<file path="src/rtl/load_store_unit.sv">
// Executes one data-memory load or store per start strobe over a req/ack bus.
// Handles lane steering, load extension, alignment checks, and the optional LSU_TIMEOUT_EN abort.
//   state | meaning
//   IDLE  | waiting for start
//   REQ   | bus_req high, waiting for bus_ack
//   DONE  | one-cycle done pulse
//   ERR   | one-cycle err pulse (illegal, misaligned, timeout)
module load_store_unit #(
   parameter int ADDR_W         = 32,
   parameter int TIMEOUT_CYCLES = 255
) (
   input  logic              clk,
   input  logic              rst,
   input  logic              start,
   input  logic [2:0]        mem_read_type,
   input  logic [3:0]        mem_write_mask,
   input  logic [ADDR_W-1:0] addr,
   input  logic [31:0]       wdata,
   output logic              busy,
   output logic              done,
   output logic              err,
   output logic [31:0]       rdata,
   output logic              bus_req,
   output logic              bus_we,
   output logic [ADDR_W-1:0] bus_addr,
   output logic [3:0]        bus_be,
   output logic [31:0]       bus_wdata,
   input  logic              bus_ack,
   input  logic [31:0]       bus_rdata
);

   localparam logic [2:0] RD_NONE = 3'd0;
   localparam logic [2:0] RD_BYTE = 3'd1;
   localparam logic [2:0] RD_HALF = 3'd2;
   localparam logic [2:0] RD_WORD = 3'd3;
   localparam logic [2:0] RD_B_U  = 3'd4;
   localparam logic [2:0] RD_H_U  = 3'd5;

   localparam logic [3:0] WR_NONE = 4'b0000;
   localparam logic [3:0] WR_BYTE = 4'b0001;
   localparam logic [3:0] WR_HALF = 4'b0011;
   localparam logic [3:0] WR_WORD = 4'b1111;

   typedef enum logic [1:0] {IDLE, REQ, DONE, ERR} state_t;

   state_t            state_q, state_d;
   logic [1:0]        off_q, off_d;
   logic [2:0]        rt_q, rt_d;
   logic              we_q, we_d;
   logic [ADDR_W-1:0] bus_addr_q, bus_addr_d;
   logic [3:0]        be_q, be_d;
   logic [31:0]       wdata_q, wdata_d;
   logic [31:0]       rdata_q, rdata_d;
   logic [31:0]       load_val;
   logic              timeout;

   logic rd_none, wr_none, rd_legal, wr_legal, is_half, is_word, misaligned;

   always_comb begin
      rd_none    = (mem_read_type == RD_NONE);
      wr_none    = (mem_write_mask == WR_NONE);
      rd_legal   = (mem_read_type <= RD_H_U);
      wr_legal   = wr_none || (mem_write_mask == WR_BYTE) ||
                   (mem_write_mask == WR_HALF) || (mem_write_mask == WR_WORD);
      is_half    = (mem_read_type == RD_HALF) || (mem_read_type == RD_H_U) ||
                   (mem_write_mask == WR_HALF);
      is_word    = (mem_read_type == RD_WORD) || (mem_write_mask == WR_WORD);
      misaligned = (is_half && addr[0]) || (is_word && (addr[1:0] != 2'b00));
   end

`ifdef LSU_TIMEOUT_EN
   localparam int CNT_W = ($clog2(TIMEOUT_CYCLES + 1) < 8) ? 8 : $clog2(TIMEOUT_CYCLES + 1);
   logic [CNT_W-1:0] cnt_q, cnt_d;

   // Counter sits at zero outside REQ, so it is clear on every REQ entry.
   always_comb begin
      cnt_d = '0;
      if (state_q == REQ && !bus_ack)
         cnt_d = cnt_q + 1'b1;
   end

   always_ff @(posedge clk or posedge rst) begin
      if (rst) cnt_q <= '0;
      else     cnt_q <= cnt_d;
   end

   assign timeout = (state_q == REQ) && !bus_ack &&
                    (cnt_q == CNT_W'(TIMEOUT_CYCLES - 1));
`else
   assign timeout = 1'b0;
`endif

   always_ff @(posedge clk or posedge rst) begin
      if (rst) begin
         state_q    <= IDLE;
         off_q      <= '0;
         rt_q       <= RD_NONE;
         we_q       <= 1'b0;
         bus_addr_q <= '0;
         be_q       <= '0;
         wdata_q    <= '0;
         rdata_q    <= '0;
      end else begin
         state_q    <= state_d;
         off_q      <= off_d;
         rt_q       <= rt_d;
         we_q       <= we_d;
         bus_addr_q <= bus_addr_d;
         be_q       <= be_d;
         wdata_q    <= wdata_d;
         rdata_q    <= rdata_d;
      end
   end

   always_comb begin
      state_d = state_q;
      case (state_q)
         IDLE: begin
            if (start) begin
               if (rd_none && wr_none)
                  state_d = DONE;
               else if ((!rd_none && !wr_none) || !rd_legal || !wr_legal || misaligned)
                  state_d = ERR;
               else
                  state_d = REQ;
            end
         end
         REQ: begin
            if (bus_ack)      state_d = DONE;
            else if (timeout) state_d = ERR;
         end
         default: state_d = IDLE;
      endcase
   end

   always_comb begin
      busy    = (state_q == REQ);
      bus_req = (state_q == REQ);
      done    = (state_q == DONE);
      err     = (state_q == ERR);
   end

   always_comb begin
      load_val = bus_rdata;
      case (rt_q)
         RD_BYTE, RD_B_U: begin
            load_val = {24'h0, bus_rdata[8*off_q +: 8]};
            if (rt_q == RD_BYTE && bus_rdata[8*off_q + 7])
               load_val[31:8] = 24'hFF_FFFF;
         end
         RD_HALF, RD_H_U: begin
            load_val = off_q[1] ? {16'h0, bus_rdata[31:16]} : {16'h0, bus_rdata[15:0]};
            if (rt_q == RD_HALF && load_val[15])
               load_val[31:16] = 16'hFFFF;
         end
         default: load_val = bus_rdata;
      endcase
   end

   // Bus fields are only captured when a real access is launched, so they hold through REQ.
   always_comb begin
      off_d      = off_q;
      rt_d       = rt_q;
      we_d       = we_q;
      bus_addr_d = bus_addr_q;
      be_d       = be_q;
      wdata_d    = wdata_q;
      rdata_d    = rdata_q;
      if (state_q == IDLE && state_d == REQ) begin
         off_d      = addr[1:0];
         rt_d       = mem_read_type;
         we_d       = !wr_none;
         bus_addr_d = {addr[ADDR_W-1:2], 2'b00};
         if (wr_none) begin
            be_d    = 4'b1111;
            wdata_d = '0;
         end else begin
            be_d = mem_write_mask << addr[1:0];
            case (mem_write_mask)
               WR_BYTE: wdata_d = {4{wdata[7:0]}};
               WR_HALF: wdata_d = {2{wdata[15:0]}};
               default: wdata_d = wdata;
            endcase
         end
      end
      if (state_q == REQ && bus_ack && !we_q)
         rdata_d = load_val;
   end

   assign rdata     = rdata_q;
   assign bus_we    = we_q;
   assign bus_addr  = bus_addr_q;
   assign bus_be    = be_q;
   assign bus_wdata = wdata_q;

endmodule

</file>
<file path="config.mk">
export PLATFORM = sky130hd
export DESIGN_NAME = load_store_unit
export DESIGN_NICKNAME = d
export VERILOG_FILES = /design/src/rtl/load_store_unit.sv
export SDC_FILE = /design/constraint.sdc
export NUM_CORES = 1
export LEC_CHECK = 0
export CORE_MARGIN = 5
export CORE_UTILIZATION = 47
export CTS_CLUSTER_DIAMETER = 200
export CTS_CLUSTER_SIZE = 30
export DETAILED_ROUTE_END_ITERATION = 8
export PLACE_DENSITY = 0.94
export SLEW_MARGIN = 15
export SYNTH_ARGS = -nofsm -noshare
export SYNTH_HDL_FRONTEND = slang
export SYNTH_SLANG_ARGS = --single-unit
</file>
<file path="constraint.sdc">
create_clock -name clk -period 6.94 [get_ports clk]
set_clock_uncertainty 0.1 [all_clocks]
set_input_delay 1.388 -clock clk [delete_from_list [all_inputs] [get_ports clk]]
set_output_delay 1.388 -clock clk [all_outputs]
set_load 0.01 [all_outputs]
</file>
==> impl_metrics.json <==
{
  "run_status": "finished clean",
  "critPathLaunchType": "input port",
  "start_util_pct": 48.6,
  "detail_route.drc_violations": 0,
  "timing.final.hold_violations": 0,
  "final_nets": 795,
  "power_per_cell_area_nw_per_um2": 381,
  "min_path_cells": 1,
  "placement.setup.worst_slack_ns": 2.22,
  "clk-insertion-delay-late_ns": 0.34,
  "dieArea_um2": 13500,
  "numClockSinks": 106,
  "fin_ws_ns": 2.52,
  "synth.avg_cell_area_um2": 10.6,
  "rr_endpoint": "rdata[19]$_DFFE_PP0P_",
  "cts_root_buffer": "sky130_fd_sc_hd__clkbuf_16",
  "yosysWarnings": 0,
  "report.final.setup_viol": 0,
  "finalHoldWorstSlack_ns": 0.394,
  "synthesis.area_um2": 5310,
  "syn-instance-count": 503,
  "ys.flop_type": "sky130_fd_sc_hd__dfrtp_1",
  "min_path_type": "reg2reg",
  "critical_path.max_fanout": 71,
  "synth_largest_area_cell": "sky130_fd_sc_hd__dfrtp_1",
  "drt_first_pass_iters": 5,
  "routed_wirelength_mm": 16.3,
  "synth.area.top_cells": "sky130_fd_sc_hd__dfrtp_1 50%, sky130_fd_sc_hd__mux2_4 9.3%, sky130_fd_sc_hd__mux2i_1 5.5%, sky130_fd_sc_hd__o2bb2ai_1 5.1%, sky130_fd_sc_hd__o21ai_0 4.4%",
  "globalRoute.totalOverflow": 0,
  "area_growth_pct": 45.0,
  "drt-wirelength-per-cell_um": 19.6,
  "synth_top_area_share_pct": 49.9,
  "period_needed_ns": 4.42,
  "netlist_cell_types": 47,
  "detailedPlacementHpwl_mm": 12.1,
  "cts-hold-fix-buffers": 0,
  "cts_resized": 0,
  "gp_congestion": 0.931,
  "fmax_mhz": 226,
  "maxCapViolations": 0,
  "finalCritPeriodShare_pct": 63.7,
  "port-buffer-count": 209,
  "ys_ff_latch": 106,
  "max_slew_margin_pct": 27.3,
  "num_antenna_cells": 0,
  "synth_sequential_area_ratio_pct": 49.9,
  "synth-edff-count": 0,
  "antenna_found_initial": 0,
  "fin_setup_tns_ns": 0,
  "cts.clk_slew.worst_paths_ns": 0.08,
  "dr.first_iter.drc_count": 526,
  "floorplan.rows": 38,
  "globalRouteTotalUtil_pct": 23.9,
  "worst-r2r-setup-slack_ns": 3.79,
  "tritoncts": "built",
  "first_global_vias": 4788,
  "die_h_um": 116,
  "detailroute.via_count": 4739,
  "grt_first_pass_wirelength_mm": 25.3,
  "cts_max_path_buffers": 2,
  "rsz0062_at_grt": "false",
  "final_layout_size_suffix_gt1_share_pct": 9.09,
  "ir_drop_mv": 0.240,
  "pin_count": 212,
  "reg2reg_depth": 5,
  "timing.rr.start": "off_q[1]$_DFFE_PP0P_",
  "worst_setup_path_class": "in2reg",
  "worstHoldStart": "bus_wdata[25]$_DFFE_PP0P_",
  "critPathArrivalTime_ns": 4.55,
  "post_cts.repair.setup_buffers": 0,
  "post_drt_via_cell_ratio": 5.69,
  "h-tree-depth": 3,
  "fp.dieW_um": 116,
  "ant_nets_after_route": 0,
  "synth.top_cells.by_count": "106 x sky130_fd_sc_hd__dfrtp_1, 48 x sky130_fd_sc_hd__nand2_1, 47 x sky130_fd_sc_hd__o21ai_0",
  "post-synth-top-count-cell": "sky130_fd_sc_hd__dfrtp_1",
  "fillers": 788,
  "numCtsBuffers": 9,
  "coreArea_um2": 10900,
  "worstPathRequired_ns": 7.07,
  "setup.worst_path.end_class": "flip-flop",
  "grt_max_degree": 72,
  "slew_viol_final": 0,
  "whs_endpoint": "bus_wdata[25]$_DFFE_PP0P_",
  "leakage_nw": 3.29,
  "synth_async_sr_flop_share_pct": 100,
  "tightestPinTransition_ns": 1.09
}
-- per-stage QoR --
stage	utilization [%]	instances	power, mW	cell area (µm²)
finish	70.4	833	2.94	7700
global route	70.4	833	3.11	7700
CTS	70.3	833	2.95	7690
detailed placement	67.7	817	2.44	7400
global placement	67.7	817	2.39	7400
floorplan	-	504	1.70	5320
-- cells in the final DEF (no fill, tap or decap), types with 2 or more instances in the layout --
| cell | netlist | final |
|---|---|---|
| sky130_fd_sc_hd__a211oi_1 | 8 | 8 |
| sky130_fd_sc_hd__a21oi_1 | 23 | 23 |
| sky130_fd_sc_hd__a22oi_1 | 9 | 9 |
| sky130_fd_sc_hd__a31oi_1 | 9 | 9 |
| sky130_fd_sc_hd__and3_1 | 2 | 2 |
| sky130_fd_sc_hd__buf_4 | 3 | 4 |
| sky130_fd_sc_hd__clkbuf_16 | 0 | 9 |
| sky130_fd_sc_hd__clkdlybuf4s50_1 | 0 | 209 |
| sky130_fd_sc_hd__clkinvlp_4 | 0 | 2 |
| sky130_fd_sc_hd__conb_1 | 1 | 2 |
| sky130_fd_sc_hd__dfrtp_1 | 106 | 106 |
| sky130_fd_sc_hd__inv_1 | 15 | 14 |
| sky130_fd_sc_hd__inv_6 | 0 | 2 |
| sky130_fd_sc_hd__mux2_2 | 4 | 4 |
| sky130_fd_sc_hd__mux2_4 | 33 | 33 |
| sky130_fd_sc_hd__mux2i_1 | 29 | 29 |
| sky130_fd_sc_hd__nand2_1 | 48 | 48 |
| sky130_fd_sc_hd__nand2b_1 | 3 | 3 |
| sky130_fd_sc_hd__nand3_1 | 16 | 16 |
| sky130_fd_sc_hd__nor2_1 | 43 | 43 |
| sky130_fd_sc_hd__nor2b_1 | 7 | 7 |
| sky130_fd_sc_hd__nor3_1 | 2 | 2 |
| sky130_fd_sc_hd__o21ai_0 | 47 | 47 |
| sky130_fd_sc_hd__o21ai_1 | 2 | 2 |
| sky130_fd_sc_hd__o221ai_1 | 2 | 2 |
| sky130_fd_sc_hd__o22ai_1 | 3 | 3 |
| sky130_fd_sc_hd__o2bb2ai_1 | 31 | 31 |
-- kinds of logic (layout without fill, tap and decap cells) --
kind of cell | count (synthesis) | count (layout) | share of synthesized area [%]
flops | 106 | 106 | 49.9
xor+xnor | 2 | 2 | 0.330
fa+ha+maj | 1 | 1 | 0.188
mux | 67 | 67 | 16.1
buf+inv | 55 | 244 | 5.06
simple gates | 129 | 129 | 10.9
compound gates | 142 | 142 | 17.4
other cells | 1 | 2 | 0.0706
-- per-layer routing --
metal  GRT usage (%)  wire (µm)  part of all wire, %  vias up
li1                -          -                    -     2165
met2            39.3       7790                   48      263
met5               0          0                    0        -
met4            6.88        325                  2.0        0
met3            7.72       1860                   11       25
met1            30.4       6360                   39     2286
-- state kept, by name, indices dropped and copies added (netlist names) --
register	cells
bus_be	4
rt_q	3
off_q	2
bus_wdata	32
bus_addr	30
rdata	32
bus_we	1
state_q	2
-- critical path, cell delays in order --
cell and delay, ns:
sky130_fd_sc_hd__clkdlybuf4s50_1 0.63, sky130_fd_sc_hd__nor3b_4 0.23, sky130_fd_sc_hd__buf_4 0.31, sky130_fd_sc_hd__a32o_1 0.18
sky130_fd_sc_hd__a221o_1 0.40, sky130_fd_sc_hd__or2_4 0.89, sky130_fd_sc_hd__mux2_2 0.42
-- power breakdown --
part / internal [mW] / total [mW] / switching (mW)
clock network: 0.258 / 0.497 / 0.239
registers: 0.875 / 1.09 / 0.220
logic: 0.765 / 1.34 / 0.579
total: 1.90 / 2.94 / 1.04
-- how the worst max path moves through the flow --
stage | start | to
finish | mem_write_mask[0] | bus_addr[31]$_DFFE_PP0P_
floorplan | rst | bus_addr[10]$_DFFE_PP0P_
CTS | mem_write_mask[0] | bus_addr[31]$_DFFE_PP0P_
detailed placement | mem_write_mask[0] | bus_addr[31]$_DFFE_PP0P_
global route | mem_write_mask[0] | bus_addr[31]$_DFFE_PP0P_
global placement | mem_write_mask[0] | rt_q[2]$_DFFE_PP0P_
-- area by class of cell --
class                      count  area (µm²)  share of cell area, %
clock inverter                 6        48.8                  0.634
sequential                   106        2650                   34.4
clock buffer                  10         239                   3.10
inverter                      15        58.8                  0.764
timing repair buffer         213        2120                   27.6
multi-input combinational    343        2400                   31.2
tap                          140         175                   2.27
No activity file was read; power rests on OpenSTA's default activity.
